### src/rtl/mem_port_arbiter_pkg.sv
// Shared encodings for the two-requester memory port arbiter.
package mem_port_arbiter_pkg;

  // Arbiter FSM states
  typedef enum logic {
    IDLE = 1'b0,
    BUSY = 1'b1
  } state_e;

  // Requester IDs; these are also the values driven on sel
  localparam logic REQ_IF = 1'b0;  // instruction fetch
  localparam logic REQ_DM = 1'b1;  // data access

endpackage

### src/rtl/mem_port_arbiter_rr_pick2.sv
// Two-way round-robin picker. Purely combinational, so any two-port arbiter can reuse it.
module rr_pick2
  import mem_port_arbiter_pkg::*;
(
  input  logic [1:0] req,
  input  logic       last,
  output logic       grant_valid,
  output logic       winner
);

  // A lone requester wins outright; on a tie, the one not served last wins
  always_comb begin
    grant_valid = |req;
    winner      = REQ_IF;
    if (req == 2'b11)
      winner = ~last;
    else if (req[1])
      winner = REQ_DM;
  end

endmodule

### src/rtl/mem_port_arbiter.sv
// Shares one memory port between instruction fetch (0) and data access (1).
// Latches the winning request, waits for mem_ready or a timeout, and returns a
// one-cycle ack/err pulse to the owner. All outputs are registered.
module mem_port_arbiter
  import mem_port_arbiter_pkg::*;
#(
  parameter int WIDTH   = 32,
  parameter int TIMEOUT = 16
) (
  input  logic             clk,
  input  logic             rst_n,
  input  logic             req0,
  input  logic             req1,
  input  logic [WIDTH-1:0] addr0,
  input  logic [WIDTH-1:0] addr1,
  input  logic [WIDTH-1:0] wdata0,
  input  logic [WIDTH-1:0] wdata1,
  input  logic             we0,
  input  logic             we1,
  output logic             ack0,
  output logic             ack1,
  output logic             err0,
  output logic             err1,
  output logic [WIDTH-1:0] rdata,
  output logic             sel,
  output logic             mem_valid,
  output logic [WIDTH-1:0] mem_addr,
  output logic [WIDTH-1:0] mem_wdata,
  output logic             mem_we,
  input  logic             mem_ready,
  input  logic [WIDTH-1:0] mem_rdata
);

  localparam int CW = $clog2(TIMEOUT);

  state_e        state, state_nx;
  logic          last;
  logic [CW-1:0] wait_cnt;
  logic [1:0]    eff_req;
  logic          grant_valid, winner;
  logic          cnt_last;

  // A requester showing its ack/err pulse is masked so it is not re-granted
  // while it is still dropping req.
  assign eff_req  = {req1 & ~ack1 & ~err1, req0 & ~ack0 & ~err0};
  assign cnt_last = (wait_cnt == CW'(TIMEOUT - 1));

  rr_pick2 u_pick (
    .req         (eff_req),
    .last        (last),
    .grant_valid (grant_valid),
    .winner      (winner)
  );

  // State register; reset abandons any transaction in flight
  always_ff @(posedge clk or negedge rst_n) begin
    if (!rst_n) state <= IDLE;
    else        state <= state_nx;
  end

  // Next state: grant from IDLE, leave BUSY on ready or on the final count
  always_comb begin
    state_nx = state;
    case (state)
      IDLE: if (grant_valid)           state_nx = BUSY;
      BUSY: if (mem_ready || cnt_last) state_nx = IDLE;
      default:                         state_nx = IDLE;
    endcase
  end

  // Port request follows the state register, so it drops with async reset
  assign mem_valid = (state == BUSY);

  // Registered datapath and owner pulses; ready on the final count is an ack
  always_ff @(posedge clk or negedge rst_n) begin
    if (!rst_n) begin
      sel       <= REQ_IF;
      last      <= REQ_DM;
      wait_cnt  <= '0;
      mem_addr  <= '0;
      mem_wdata <= '0;
      mem_we    <= 1'b0;
      rdata     <= '0;
      ack0      <= 1'b0;
      ack1      <= 1'b0;
      err0      <= 1'b0;
      err1      <= 1'b0;
    end else begin
      ack0 <= 1'b0;
      ack1 <= 1'b0;
      err0 <= 1'b0;
      err1 <= 1'b0;
      case (state)
        IDLE: begin
          if (grant_valid) begin
            sel       <= winner;
            mem_addr  <= winner ? addr1  : addr0;
            mem_wdata <= winner ? wdata1 : wdata0;
            mem_we    <= winner ? we1    : we0;
            wait_cnt  <= '0;
          end
        end
        BUSY: begin
          if (mem_ready) begin
            if (sel) ack1 <= 1'b1;
            else     ack0 <= 1'b1;
            rdata <= mem_rdata;
            last  <= sel;
          end else if (cnt_last) begin
            if (sel) err1 <= 1'b1;
            else     err0 <= 1'b1;
            last <= sel;
          end else begin
            wait_cnt <= wait_cnt + CW'(1);
          end
        end
        default: ;
      endcase
    end
  end

endmodule

### config.mk
export PLATFORM = sky130hd
export DESIGN_NAME = mem_port_arbiter
export DESIGN_NICKNAME = d
export VERILOG_FILES = /design/src/rtl/mem_port_arbiter_pkg.sv /design/src/rtl/mem_port_arbiter_rr_pick2.sv /design/src/rtl/mem_port_arbiter.sv
export SDC_FILE = /design/constraint.sdc
export NUM_CORES = 1
export LEC_CHECK = 0
export BUFFER_PORTS_ARGS = -buffer_cell sky130_fd_sc_hd__buf_4
export CORE_AREA = 4 4 151 95
export CTS_CLUSTER_SIZE = 16
export DETAILED_ROUTE_END_ITERATION = 8
export DIE_AREA = 0 0 155 99
export GPL_ROUTABILITY_DRIVEN = 1
export PLACE_DENSITY = 0.75
export SLEW_MARGIN = 20
export SYNTH_ARGS = -nofsm -noshare
export SYNTH_HDL_FRONTEND = slang
export SYNTH_SLANG_ARGS = --single-unit
### constraint.sdc
create_clock -name clk -period 1.7 [get_ports clk]
set_input_delay 0.085 -clock clk [delete_from_list [all_inputs] [get_ports clk]]
set_output_delay 0.085 -clock clk [all_outputs]
set_load 0.01 [all_outputs]
== Word-level counts from Yosys, hierarchy flattened ==
Index checks and enable logic that the tools add are counted.
Word-level totals
  bits in latches: 0
  input port bits: 167
  bits in registers: 108
  bits in read-only memories: 0
  word-level logic and storage cells: 61
  bits in writable memories: 0
  memories kept: 0
Cells by class
  bitwise operators: 10
  $lt $le $gt $ge: 0
  muxes and demuxes: 26
  eq/ne operators: 5
  multipliers: 0
  reductions and logical operators: 7
  add/subtract/negate cells: 1
  shift-type cells: 0
  divide/modulo/power cells: 0
Operators by type and width (count)
  two-way mux 32 bit: 2
  two-way mux 1 bit: 19
  two-way mux 4 bit: 3
  case mux 4 bit (2 select lines): 1
  inequality test 2 bit, second input constant: 3
  inverter 1 bit: 6
  AND reduction 2 bit: 3
  adder 4 x 1 -> 4 bit, second input constant: 1
  bitwise AND 1 bit: 4
  equality test 4 bit, second input constant: 1
  AND reduction 3 bit: 1
  equality test 2 bit, second input constant: 1
  case mux 1 bit (2 select lines): 1
  nonzero test 2 bit: 1
  OR reduction 2 bit: 1
  logical OR 1 bit: 1

== Depth between registers and ports, before layout ==
Gate-level depths: netlist of run 1.
  depth after elaboration: 6
  gate-level depth with buffers: 5

== Modules after synthesis ==
From an unflattened synthesis of run 1, not the netlist that was laid out.
Second synthesis, totals
  cell total of the unflattened synthesis: 393
  area total of the unflattened synthesis: 4633.2 um^2
Modules (own cells, without submodules)
  mem_port_arbiter: instances 1, cells each 391, sequential area each 2703.8 um^2, area each 4619.4 um^2
  rr_pick2: instances 1, cells each 2, sequential area each 0.0 um^2, area each 13.8 um^2

== Worst setup path after synthesis of run 1 ==
Ideal clock, no wire load.
  path type: register to register
  start point: register err1
  end point: register mem_addr[4]
  required time: 1618 ps
  path buffers: 2
  stages on the path, launching flop included: 6
  path slack: 3 ps
  arrival: 1615 ps
  cell sequence: dfrtp_1 > or3b_4 > buf_6 > buf_6 > or3b_1 > a31oi_1
Between the ends
  longest elaborated chain between the ends: 5
  elaborated cells on any way between the ends: 8
  those cells by class: 1 x eq/ne; 3 x mux; 2 x bitwise; 2 x reduce/logical
RTL lines
  from (decl): RTL line mem_port_arbiter.sv:23  | output logic err1,
  from (signal assigned): RTL line mem_port_arbiter.sv:87  | err1 <= 1'b0;
  from (signal assigned): RTL line mem_port_arbiter.sv:92  | err1 <= 1'b0;
  from (signal assigned): RTL line mem_port_arbiter.sv:110  | if (sel) err1 <= 1'b1;
  inverter 1 bit *: RTL line mem_port_arbiter.sv:45  | assign eff_req = {req1 & ~ack1 & ~err1, req0 & ~ack0 & ~err0};
  bitwise AND 1 bit *: RTL line mem_port_arbiter.sv:45
  equality test 2 bit or two-way mux 1 bit (tied branches): RTL line mem_port_arbiter_rr_pick2.sv:15, mem_port_arbiter_rr_pick2.sv:17
  two-way mux 1 bit: RTL line mem_port_arbiter_rr_pick2.sv:15  | if (req == 2'b11)
  two-way mux 32 bit: RTL line mem_port_arbiter.sv:97  | mem_addr <= winner ? addr1 : addr0;
  to (signal assigned): RTL line mem_port_arbiter.sv:97
  to (decl): RTL line mem_port_arbiter.sv:27  | output logic [WIDTH-1:0] mem_addr,
Every way passes the cells marked *; elsewhere a longest branch is shown, timed or not.
A chain may end at the register's enable or synchronous reset.

== Final worst setup path of run 1 ==
  start point: register err1
  end point: register mem_addr[24]
The elaborated chain is that of the path after synthesis.

==> results.cfg, run 1 <==
[place]
portBuffers = 269
placedCellCount = 889
hpwl_mm = 12.1
post-place-ws_ns = 0.00984
place.gp.congestion = 0.836
placed_cell_area_sq_mm = 0.00743

[layout]
layout_commonest_cell = buf_4
drive_above_1_share_pct = 41.6
syn2layout_area_growth_pct = 55.4
antenna_cells = 0
final_cells = 940
fin_nets = 933
fin_area_sq_mm = 0.00810
final_cell_mix = buf_4 (279), dfrtp_1 (107), nor3_1 (66), or3b_1 (65), a31oi_1 (65)

[clock_tree]
cts_buffers = 9
htree_levels = 3
cts_buffer_depth = 2
clk_latency_ns = 0.34
cts_tree = built
clock-sinks = 108
clk_pin_slew_ns = 0.07
clock-root-buffer = clkbuf_16

[logic_synthesis]
synthFlopType = dfrtp_1
async_reset_ff_share_pct = 100
yosysUniqueCellTypes = 27
ys.warnings.count = 0
ys_seq_area_share_pct = 51.9
netlist_area_sq_mm = 0.00521
ys_seq_elements = 108
synthCells = 483
synth_fp_nets = 651
synth_enable_flop_cells = 0
avgSynthCellArea_sq_um = 10.8

[critical_path]
timing.rr.start = err1
arrival_ns = 1.91
crit_chain = or3b_4, buf_4, clkbuf_16, o21ai_0, a31oi_1
worst-setup-path-type = register to register
worstPathRequired_ns = 1.91
crit_buf_inv = 2
critPathMaxFanout = 47
cp_top_family = simple AND/OR/NAND/NOR gates
cp_slowest_stage_delay_ns = 0.44
critPathLaunch = err1
worst-path-stages = 5
reg2regPathDepth = 5
critPathSlowestCell = or3b_4
start_kind = register
cp-end-kind = register

[status]
status = completed

[die]
initial_utilization_pct = 40.8
ioPinCount = 270
core-area_sq_mm = 0.0128
fp.dieW_microns = 155
rows = 32
die_h_microns = 99
die-area_sq_mm = 0.0153

[timing]
fin_worst_skew_ns = 0.00756
relSlewSlack_pct = 61.0
worst_slack_ns = 0.00386
rsz0062_at_grt = true
setup_viol = 0
worst_pin_slew_ns = 0.585
slew_violations = 0
clock.fmax_ghz = 0.590
period_minus_slack_ns = 1.70
hold_viol = 0
fin_crit_sh_pct = 99.8

[pwr]
ir_drop_mv = 0.860
leakagePower_nw = 3.65
power_density_mw_per_mm2 = 1610
power.total_mw = 13.0

[global_route]
grt_pass1_vias = 5099
grt_util_all_layers_pct = 21.5
gr-total-overflow = 0
grt_pass1_wl_mm = 26.8
antenna_found_initial = 0
grt_max_degree = 109

[detailed_routing]
drc = 0
firstDrtPassIters = 5
ant_nets = 0
wl_per_cell_microns = 18.3
drt-vias-per-instance = 5.41
wl_mm = 17.2
drt_iter0_drc = 255
vias = 5086

[min_path]
min_from = wdata0[6]
hp-class = primary input to register
hold_depth = 3

[flow_run]
max-cap-violations = 0
-- report_power, final --
group / internal [mW] / switching (mW) / total [mW]
registers: 3.85 / 0.798 / 4.64
logic: 3.26 / 3.10 / 6.36
clock network: 1.06 / 0.982 / 2.05
total: 8.17 / 4.88 / 13.0
-- worst paths after layout --
kind	endpoint	slack (ns)
hold reg to reg	rdata[19]	0.50
min in group asynchronous	rdata[25]	0.35
setup / recovery	mem_addr[24]	0.004
hold / removal	mem_wdata[6]	0.03
setup reg to reg	mem_addr[24]	0.004
max in group asynchronous	mem_wdata[9]	0.88
-- repair_timing --
action | CTS | global route
pin swaps | 0 | 1
cloned | 0 | 1
buffers inserted | 0 | 1
resized for setup | 0 | 6
hold buffers | 33 | 0
hold endpoints to repair | 139 | 0
endpoints found under the setup margin | 3 | 61
-- routing by layer --
layer  up-vias  wire, microns  track usage [%]
li1       2378              -                -
met1      2476           6830             26.6
met2       214           8660             37.4
met3        18           1430             5.97
met4         0            258             5.02
met5         -              0                0
-- worst reg2reg max path, stage by stage, from the launching register on --
cell,delay [ns]
dfrtp_1,0.39
or3b_4,0.44
buf_4,0.17
clkbuf_16,0.21
o21ai_0,0.25
a31oi_1,0.11
-- cell usage after synthesis (2+ instances only) --
cell      instances  area [sq um]
nor4b_4           2          47.6
buf_6             8          90.1
buf_2            12          60.1
mux2_2            8          90.1
nand3_1           2          10.0
nor2_1            3          11.3
mux2_1           28           315
inv_1             3          11.3
nor3_1           66           330
and3_1            4          25.0
dfrtp_1         107          2680
a31oi_1          65           407
o21ai_0          63           315
clkbuf_1         32           120
or3b_1           65           569
o21ai_1           3          15.0
a22o_1            2          17.5
-- per-stage QoR --
step	hold WS (ns)	util (%)	setup TNS, ns
5_1_grt	0.0203	63.4	-1.36
2_1_floorplan	-0.211	-	0
4_1_cts	0.0128	63.1	-0.0137
3_3_place_gp	0.203	58.2	0
6_report	0.0269	63.4	0
3_5_place_dp	0.219	58.2	0
-- kinds of logic after synthesis --
group / Yosys count / share of synthesized area [%]
AOI/OAI and AO/OA: 135 / 14.8
adders and majority gates: 1 / 0.240
buffers and inverters: 55 / 5.40
DFF: 108 / 51.9
muxes: 36 / 7.78
and+or+nand+nor: 148 / 19.9
-- cell type report --
class	count	area (sq um)
Fill cell	1031	4670
Sequential cell	108	2700
Timing Repair Buffer	323	2650
Multi-Input combinational cell	320	2230
Clock buffer	10	239
Tap cell	170	213
Clock inverter	6	53.8
Inverter	3	11.3
-- registers in the layout (all words and copies together) (netlist names), 4 cells and up --
signal / flops
mem_addr: 32
mem_wdata: 32
rdata: 32
wait_cnt: 4
Power figures use the tool's default switching activity.
==> run 2: changes to the inputs <==
Settings changed: ABC_AREA set to 1, CORE_AREA 4 4 151 95 to 4 4 152 95, DIE_AREA 0 0 155 99 to 0 0 156 99, MAX_ROUTING_LAYER set to met4, PLACE_DENSITY 0.75 to 0.76.
==> run 2 against run 1 <==
Compared with the run above:
- combinational power is 5.5% lower
- register-to-register slack improved by 0.15 ns
- utilization increased by 0.39 points
- hold slack better by 0.0078 ns
- die area up 0.65%
- flip-flop and latch count did not move
- critical path depth increased by 1
- cell count grew 22%
- critical path type unchanged
==> results.cfg, run 2 <==
[status]
status = completed

[logic_synthesis]
yosys.area_share.adder_pct = 0.233
synthXorXnorAreaFrac_pct = 0.163
ys.warnings.count = 0
yosysUniqueCellTypes = 21
synth_top_area_share_pct = 49.8
synthSimpleGateAreaFrac_pct = 28.3
synthFlopType = dfrtp_1
synth_most_common_cell = nand2_1
async_reset_ff_share_pct = 100
avgSynthCellArea_sq_um = 7.90
netlist_area_sq_mm = 0.00537
synth_fp_nets = 848
synthTopCellsByCount = nand2_1 (208), nand3_1 (135), inv_1 (134)
synth_enable_flop_cells = 0
synth_compound_area_share_pct = 0.373
synth_mux_area_share_pct = 6.71
synthCells = 680
synth_top_family_by_area = simple AND/OR/NAND/NOR gates
ys_seq_area_share_pct = 50.3
ys_seq_elements = 108
ys_top_cells_by_area = dfrtp_1 (50%), nand2_1 (15%), nand3_1 (13%)
synth_area_leader_cell = dfrtp_1

[die]
die-area_sq_mm = 0.0154
ioPinCount = 270
rows = 32
core-area_sq_mm = 0.0129
die_h_microns = 99
fp.dieW_microns = 156
initial_utilization_pct = 41.8

[pwr]
internal-power_mw = 7.88
power_density_mw_per_mm2 = 1560
power.total_mw = 12.8
power_frac_clock_pct = 17.1
ir_drop_mv = 0.730
p_sw_share_pct = 38.3
leakagePower_nw = 4.76
p_sw_mw = 4.90
p_seq_share_pct = 35.9
comb_power_share_pct = 47.0

[layout]
fin_nets = 1137
final_cell_mix = buf_4 (277), nand2_1 (207), nand3_1 (135), inv_1 (134), dfrtp_1 (107)
antenna_cells = 0
layout_commonest_cell = buf_4
fillers = 1110
fin_area_sq_mm = 0.00820
multi_input_area_sq_mm = 0.00192
syn2layout_area_growth_pct = 52.7
biggestRegsByFlops = mem_addr x32, mem_wdata x32, rdata x32
final_cells = 1144
drive_above_1_share_pct = 32.0
fin_util_pct = 63.8
regArea_sq_mm = 0.00270

[detailed_routing]
wl_per_cell_microns = 14.4
vias = 5264
wl_mm = 16.4
ant_nets = 0
drt_iter0_drc = 379
drc = 0
drt-vias-per-instance = 4.60
firstDrtPassIters = 5

[critical_path]
critPathSlowestCell = dfstp_2
start_kind = register
worstPathRequired_ns = 1.93
crit_chain = nand4_1, nand2_2, buf_4, nand2_1, nand3_1, nand2_1
cp-end-kind = register
path_common_cell = nand2_1
critPathMaxFanout = 25
worst-setup-path-type = register to register
cp_slowest_stage_delay_ns = 0.54
arrival_ns = 1.78

[timing]
hold_viol = 0
rsz0062_at_grt = false
relSlewSlack_pct = 69.8
fin_crit_sh_pct = 91.0
finalSetupTns_ns = 0
clock.fmax_ghz = 0.647
setup_viol = 0
worst_slack_ns = 0.154
worst_pin_slew_ns = 0.452
period_minus_slack_ns = 1.55
hold_slack_ns = 0.0347
fin_worst_skew_ns = 0.00826
slew_violations = 0

[clock_tree]
cts_tree = built
cts_buffer_depth = 2
clk_latency_ns = 0.34
clock-sinks = 108
cts_buffers = 9
clk_pin_slew_ns = 0.07
clock-root-buffer = clkbuf_16
cts_setup_buffers = 0
htree_levels = 3

[global_route]
gr-total-overflow = 0
grt_util_all_layers_pct = 21.7
antenna_found_initial = 0
grt_max_degree = 49
grt_pass1_wl_mm = 26.5
grt_pass1_vias = 5305

[place]
placed_cell_area_sq_mm = 0.00755
placedCellCount = 1095
post-place-ws_ns = 0.137
portBuffers = 269
hpwl_mm = 12.0
place.gp.congestion = 0.820

[min_path]
hp-class = primary input to register

[flow_run]
max-cap-violations = 0
run 2: cell count changes after synthesis, sizes merged, moves of 6 or more:
cell    change
nand2     +209
clkbuf     -24
or3b       -66
inv       +136
nor2        +6
a31oi      -65
nor3       -64
o21ai      -63
nand3     +133
buf        +10
run 2: metal layers:
metal	GRT usage, %	vias up	wire (microns)
met5	-	-	0
met4	3.43	0	119
met3	5.13	13	1350
met2	34.9	206	7790
met1	28.5	2398	7190
li1	-	2647	-
run 2: cell type report:
type / count / share of cell area, %
timing repair buffer: 316 / 30.7
tap: 170 / 2.59
multi-input combinational: 395 / 23.4
inverter: 139 / 6.36
clock buffer: 9 / 2.75
clock inverter: 7 / 1.16
sequential: 108 / 33.0
run 2: what timing repair did:
item / in CTS / in global routing
hold buffers: 33 / 0
setup endpoints to repair: 0 / 2
endpoints found under the hold margin: 62 / 0
gates resized for setup: 0 / 1
run 2: worst paths after layout:
kind	slack (ns)	startpoint	end	cells past startpoint
max	0.15	last	mem_addr[12]	6
min	0.03	wdata0[9]	mem_wdata[9]	5
min in group asynchronous	0.23	rst_n	mem_wdata[21]	2
min reg2reg	0.48	mem_addr[2]	mem_addr[2]	2
max in group asynchronous	0.86	rst_n	last	3
max reg2reg	0.15	last	mem_addr[12]	6
run 2: cell families (layout without fill, tap and decap cells):
group,Yosys count,after routing
compound gates,4,4
xor+xnor,1,1
fa+ha+maj,1,1
buf+inv,177,471
flops,108,108
mux,32,32
simple gates,357,357
run 2: critical path, delay by kind of cell (launching register included):
kind / cells / cell delay (ns)
flops: 1 / 0.54
simple gates: 5 / 0.60
buf+inv: 1 / 0.29
run 2: power groups by stage:
stage,sequential [mW],combinational [mW],clock (mW)
2_1_floorplan,5.08,2.47,0
3_3_place_gp,4.56,5.91,0
3_5_place_dp,4.59,6.03,0
4_1_cts,4.57,6.08,2.26
5_1_grt,4.75,6.64,2.37
6_report,4.59,6.01,2.18
